`config.mk`:
```
export PLATFORM = sky130hd
export DESIGN_NAME = usb_rx_decoder
export DESIGN_NICKNAME = d
export VERILOG_FILES = /design/src/rtl/usb_rx_decoder.sv
export SDC_FILE = /design/constraint.sdc
export NUM_CORES = 1
export LEC_CHECK = 0
export CORE_MARGIN = 5
export CORE_UTILIZATION = 57
export CTS_CLUSTER_DIAMETER = 50
export DETAILED_ROUTE_END_ITERATION = 7
export PLACE_DENSITY = 0.79
export SETUP_SLACK_MARGIN = 0.2
export SLEW_MARGIN = 25
export SYNTH_ARGS = -nofsm -noshare
export SYNTH_HDL_FRONTEND = slang
export SYNTH_SLANG_ARGS = --single-unit
```
`constraint.sdc`:
```
create_clock -name clk -period 4.5 [get_ports clk]
set_clock_uncertainty 0.2 [all_clocks]
set_input_delay 0.45 -clock clk [delete_from_list [all_inputs] [get_ports clk]]
set_output_delay 0.45 -clock clk [all_outputs]
set_load 0.01 [all_outputs]
```
`src/rtl/usb_rx_decoder.sv`:
```
// USB receive front end: resynchronising bit clock, NRZI decode, bit unstuffing,
// and SYNC / byte / EOP framing with a sticky per-packet error flag.
module usb_rx_decoder #(
    parameter int CLKS_PER_BIT = 8
) (
    input  logic       clk,
    input  logic       n_rst,
    input  logic       d_plus,
    input  logic       d_minus,
    output logic [7:0] rx_data,
    output logic       rx_data_valid,
    output logic       rcving,
    output logic       eop,
    output logic       rx_error
);
    localparam int PW = $clog2(CLKS_PER_BIT);
    localparam logic [PW-1:0] PHASE_MAX = PW'(CLKS_PER_BIT - 1);
    localparam logic [PW-1:0] PHASE_MID = PW'(CLKS_PER_BIT / 2);

    typedef enum logic [2:0] {
        ST_IDLE,
        ST_SYNC,
        ST_DATA,
        ST_EOP_WAIT,
        ST_ERR_WAIT
    } state_t;

    state_t        state_q;
    logic [PW-1:0] phase_q;
    logic [PW-1:0] phase_d;
    logic          dp_last_q;
    logic          prev_dp_q;
    logic [2:0]    ones_q;
    logic [2:0]    bit_cnt_q;
    logic [7:0]    shift_q;
    logic          se0_seen_q;
    logic [7:0]    rx_data_q;
    logic          rx_valid_q;
    logic          rcving_q;
    logic          eop_q;
    logic          rx_error_q;

    logic          line_j_s;
    logic          line_k_s;
    logic          line_se0_s;
    logic          strobe_s;
    logic          bit_s;
    logic [7:0]    byte_s;

    // Line decode, mid-bit strobe, NRZI bit and phase counter next value
    always_comb begin
        line_j_s   = d_plus;
        line_k_s   = ~d_plus & d_minus;
        line_se0_s = ~d_plus & ~d_minus;
        strobe_s   = (phase_q == PHASE_MID);
        bit_s      = (d_plus == prev_dp_q);
        byte_s     = {bit_s, shift_q[7:1]};
        if ((d_plus != dp_last_q) || ((state_q == ST_IDLE) && line_k_s)) begin
            phase_d = '0;
        end else if (phase_q == PHASE_MAX) begin
            phase_d = '0;
        end else begin
            phase_d = phase_q + PW'(1);
        end
    end

    // Receive state machine with all datapath registers and registered outputs
    always_ff @(posedge clk or negedge n_rst) begin
        if (!n_rst) begin
            state_q    <= ST_IDLE;
            phase_q    <= '0;
            dp_last_q  <= 1'b1;
            prev_dp_q  <= 1'b1;
            ones_q     <= 3'd0;
            bit_cnt_q  <= 3'd0;
            shift_q    <= 8'h00;
            se0_seen_q <= 1'b0;
            rx_data_q  <= 8'h00;
            rx_valid_q <= 1'b0;
            rcving_q   <= 1'b0;
            eop_q      <= 1'b0;
            rx_error_q <= 1'b0;
        end else begin
            phase_q    <= phase_d;
            dp_last_q  <= d_plus;
            rx_valid_q <= 1'b0;
            eop_q      <= 1'b0;
            case (state_q)
                ST_IDLE: begin
                    prev_dp_q  <= 1'b1;
                    ones_q     <= 3'd0;
                    bit_cnt_q  <= 3'd0;
                    se0_seen_q <= 1'b0;
                    if (line_k_s) begin
                        state_q    <= ST_SYNC;
                        rx_error_q <= 1'b0;
                        rcving_q   <= 1'b1;
                    end
                end
                ST_SYNC, ST_DATA: begin
                    if (strobe_s) begin
                        prev_dp_q <= d_plus;
                        if (line_se0_s) begin
                            state_q <= ST_EOP_WAIT;
                            if ((state_q == ST_SYNC) || (bit_cnt_q != 3'd0)) begin
                                rx_error_q <= 1'b1;
                            end
                        end else if ((ones_q == 3'd6) && bit_s) begin
                            state_q    <= ST_ERR_WAIT;
                            rx_error_q <= 1'b1;
                        end else if (ones_q == 3'd6) begin
                            // stuffed zero: drop it, it carries no data
                            ones_q <= 3'd0;
                        end else begin
                            ones_q    <= bit_s ? (ones_q + 3'd1) : 3'd0;
                            shift_q   <= byte_s;
                            bit_cnt_q <= bit_cnt_q + 3'd1;
                            if (bit_cnt_q == 3'd7) begin
                                if (state_q == ST_DATA) begin
                                    rx_data_q  <= byte_s;
                                    rx_valid_q <= 1'b1;
                                end else if (byte_s == 8'h80) begin
                                    state_q <= ST_DATA;
                                end else begin
                                    state_q    <= ST_ERR_WAIT;
                                    rx_error_q <= 1'b1;
                                end
                            end
                        end
                    end
                end
                ST_EOP_WAIT: begin
                    if (strobe_s && !line_se0_s) begin
                        if (line_k_s) begin
                            state_q    <= ST_ERR_WAIT;
                            rx_error_q <= 1'b1;
                        end else begin
                            state_q  <= ST_IDLE;
                            rcving_q <= 1'b0;
                            eop_q    <= ~rx_error_q;
                        end
                    end
                end
                ST_ERR_WAIT: begin
                    if (strobe_s) begin
                        if (line_se0_s) begin
                            se0_seen_q <= 1'b1;
                        end else if (se0_seen_q && line_j_s) begin
                            state_q  <= ST_IDLE;
                            rcving_q <= 1'b0;
                        end
                    end
                end
                default: begin
                    state_q  <= ST_IDLE;
                    rcving_q <= 1'b0;
                end
            endcase
        end
    end

    assign rx_data       = rx_data_q;
    assign rx_data_valid = rx_valid_q;
    assign rcving        = rcving_q;
    assign eop           = eop_q;
    assign rx_error      = rx_error_q;

endmodule
```
==> results.ini <==
[pwr]
sw_frac_of_total_pct = 38.14
ir_drop_mv = 0.2096
power_leakage_nw = 0.9692
total_power_mw = 0.9165
clockPowerShare_pct = 19.7
p_sw_mw = 0.3496
p_int_mw = 0.5669
comb_power_share_pct = 36.1
powerDensity_nw_per_um2 = 458.1
power.share.sequential_pct = 44.3

[logic_synthesis]
synth_edf_count = 0
post_synth_num_cell_types = 45
synth_area_um2 = 1768
synth_area_per_cell_um2 = 9.932
synth_ff_type = dfrtp_1
synth.net_count = 190
ys_seq_area_share_pct = 48.27
ys_async_sr_fraction_pct = 100.0
ys_seq_elements = 34
syn_inst = 178
yosys_warnings = 0

[setup_path]
r2r.worst_path.cells = 7
cp-end-kind = flip-flop
required_ns = 4.54
arrival_ns = 2.58
r2r-start = ones_q[0]$_DFFE_PN0P_
critPathKind = in2reg
crit_fanout = 15
startpoint_type = primary input
r2r_end = state_q[1]$_DFFE_PN0P_
rrSetupSlack_ns = 2.12

[finish]
fin_nets = 207
design_area_um2 = 2001
area_growth_pct = 13.16
drive_gt1_share_pct = 11.73
diodes = 0

[routing]
drt-initial-drc-count = 77
firstDrtPassIters = 4
vias = 1353
wirelength_um = 3622
avgViaCountPerCell = 5.908
drc = 0
drt.antenna.violating_nets = 0
wl_per_cell_um = 15.82

[timing]
tightest_slew_ns = 0.6659
fmax_ghz = 0.3925
rsz0062_at_grt = false
slew_viol_final = 0
fin_crit_ns = 2.548
finalHoldViolCount = 0
whs_ns = 0.2743
tns_ns = 0
fin_crit_sh_pct = 56.62
max-slew-margin-rel_pct = 55.27
setup_violations = 0

[worst_hold_path]
min_from = rx_error$_DFFE_PN0P_
holdPathEnd = eop$_DFF_PN0_
hp-class = reg2reg
worstHoldPathCells = 1

[clock_tree]
clk_pin_slew_ns = 0.11
cts_tree = built
clk_path_buf_depth = 2
htreeDepth = 2
hold_buffers = 0
cts_setup_buffers = 0
cts_made_buffers = 5
cts_resized = 0
cts_sinks = 34
clock_latency_ns = 0.34
cts_root_buf = clkbuf_4

[floorplanning]
start_util_pct = 58.88
die_y_um = 65.69
dieArea_um2 = 4315
rows = 20
core_area_um2 = 3003
io_pins = 16
fp.dieW_um = 65.69

[global_route]
antenna_found_initial = 0
grt_start_max_net_pins = 35
grt_overflow = 0
grt_pass1_wl_um = 6354
grt_pass1_vias = 1347
track_usage_pct = 19.81

[place]
finalWeightedCongestion = 0.8772
dpl_cell_area_um2 = 1941
numPortBuffers = 15
dp_hpwl_um = 2647

[run_status]
status = finished, final reports clean

[run]
drv_cap = 0

[cells by family after synthesis]
kind of cell | synth area share (%)
XOR/XNOR | 1.982
multiplexers | 6.936
AND/OR/NAND/NOR | 21.23
adder cells (fa/ha/maj) | 6.228
AO/OA/AOI/OAI | 12.17
flip-flops | 48.27
buffers and inverters | 3.184
[stage by stage]
stage | util [%] | instances | setup WS (ns)
floorplan | - | 178 | 2.278
global placement | 64.63 | 221 | 1.629
detailed placement | 64.63 | 221 | 1.598
CTS | 66.63 | 229 | 1.974
global route | 66.63 | 229 | 1.835
finish | 66.63 | 229 | 1.952
[cell usage in the layout, fill, tap and decap left out, drive strengths merged, types with 6 or more instances in the layout]
cell type and n:
dfrtp 32, o21ai 6, nand2 34, clkdlybuf4s50 15, ha 8, clkbuf 7, nor2 8, inv 8
nor3 6, mux2 10
[power groups by stage]
| stage | combinational, mW | sequential (mW) | clock (mW) |
|---|---|---|---|
| 6_report | 0.330 | 0.406 | 0.180 |
| 5_1_grt | 0.359 | 0.416 | 0.201 |
| 4_1_cts | 0.326 | 0.404 | 0.186 |
| 3_5_place_dp | 0.324 | 0.410 | 0 |
| 3_3_place_gp | 0.310 | 0.407 | 0 |
| 2_1_floorplan | 0.270 | 0.377 | 0 |
[cell type report]
cell class / count / area [um2]
clock inverter: 1 / 5.005
multi-input combinational: 130 / 858.3
tap: 33 / 41.29
clock buffer: 7 / 55.05
fill: 250 / 1002
sequential: 34 / 853.3
timing repair buffer: 16 / 157.7
inverter: 8 / 30.03
[worst max-delay path by stage]
stage / end / slack, ns / start / depth (start not counted)
finish: state_q[1]$_DFFE_PN0P_ / 1.95 / d_plus / 6
detailed placement: state_q[1]$_DFFE_PN0P_ / 1.60 / d_plus / 6
global route: state_q[1]$_DFFE_PN0P_ / 1.83 / d_plus / 6
floorplan: state_q[1]$_DFFE_PN0P_ / 2.28 / ones_q[0]$_DFFE_PN0P_ / 7
global placement: state_q[1]$_DFFE_PN0P_ / 1.63 / d_plus / 6
CTS: state_q[1]$_DFFE_PN0P_ / 1.97 / d_plus / 6
[routing by layer]
metal / share of wire (%) / global-route usage, % / wire length [um] / vias up
met3: 5.4 / 5.812 / 197 / 5
met1: 43 / 26.14 / 1565 / 657
met2: 50 / 30.66 / 1796 / 35
met4: 1.7 / 7.513 / 62 / 0
li1: - / - / - / 656
met5: 0 / 0 / 0 / -
[registers in the layout, indices dropped and copies added, names as in the netlist]
signal and count:
se0_seen_q 1, rx_data_valid 1, rcving 1, eop 1
ones_q 3, shift_q 7, bit_cnt_q 3, phase_q 3
prev_dp_q 1, rx_data 8, state_q 3, dp_last_q 1
rx_error 1
[critical path, cell delays in order]
cell and delay [ns]:
clkdlybuf4s50_1 0.65, and4_1 0.30, a211o_1 0.33, or3_1 0.39, o2111ai_2 0.12, mux2_1 0.34
[synth_stat cells, types with 3 or more instances]
cell,instances,area (um2)
nand3_1,3,15.01
or3_1,4,25.02
o21ai_0,6,30.03
a21oi_1,4,20.02
inv_1,8,30.03
xnor2_1,3,26.28
nand2_1,34,127.6
nor3b_1,4,30.03
clkbuf_1,3,11.26
buf_2,3,15.01
and2_1,5,31.28
ha_1,8,100.1
nor2_1,8,30.03
dfrtp_1,32,800.8
nor3_1,6,30.03
mux2_2,9,101.4
Power figures use the tool's default switching activity.
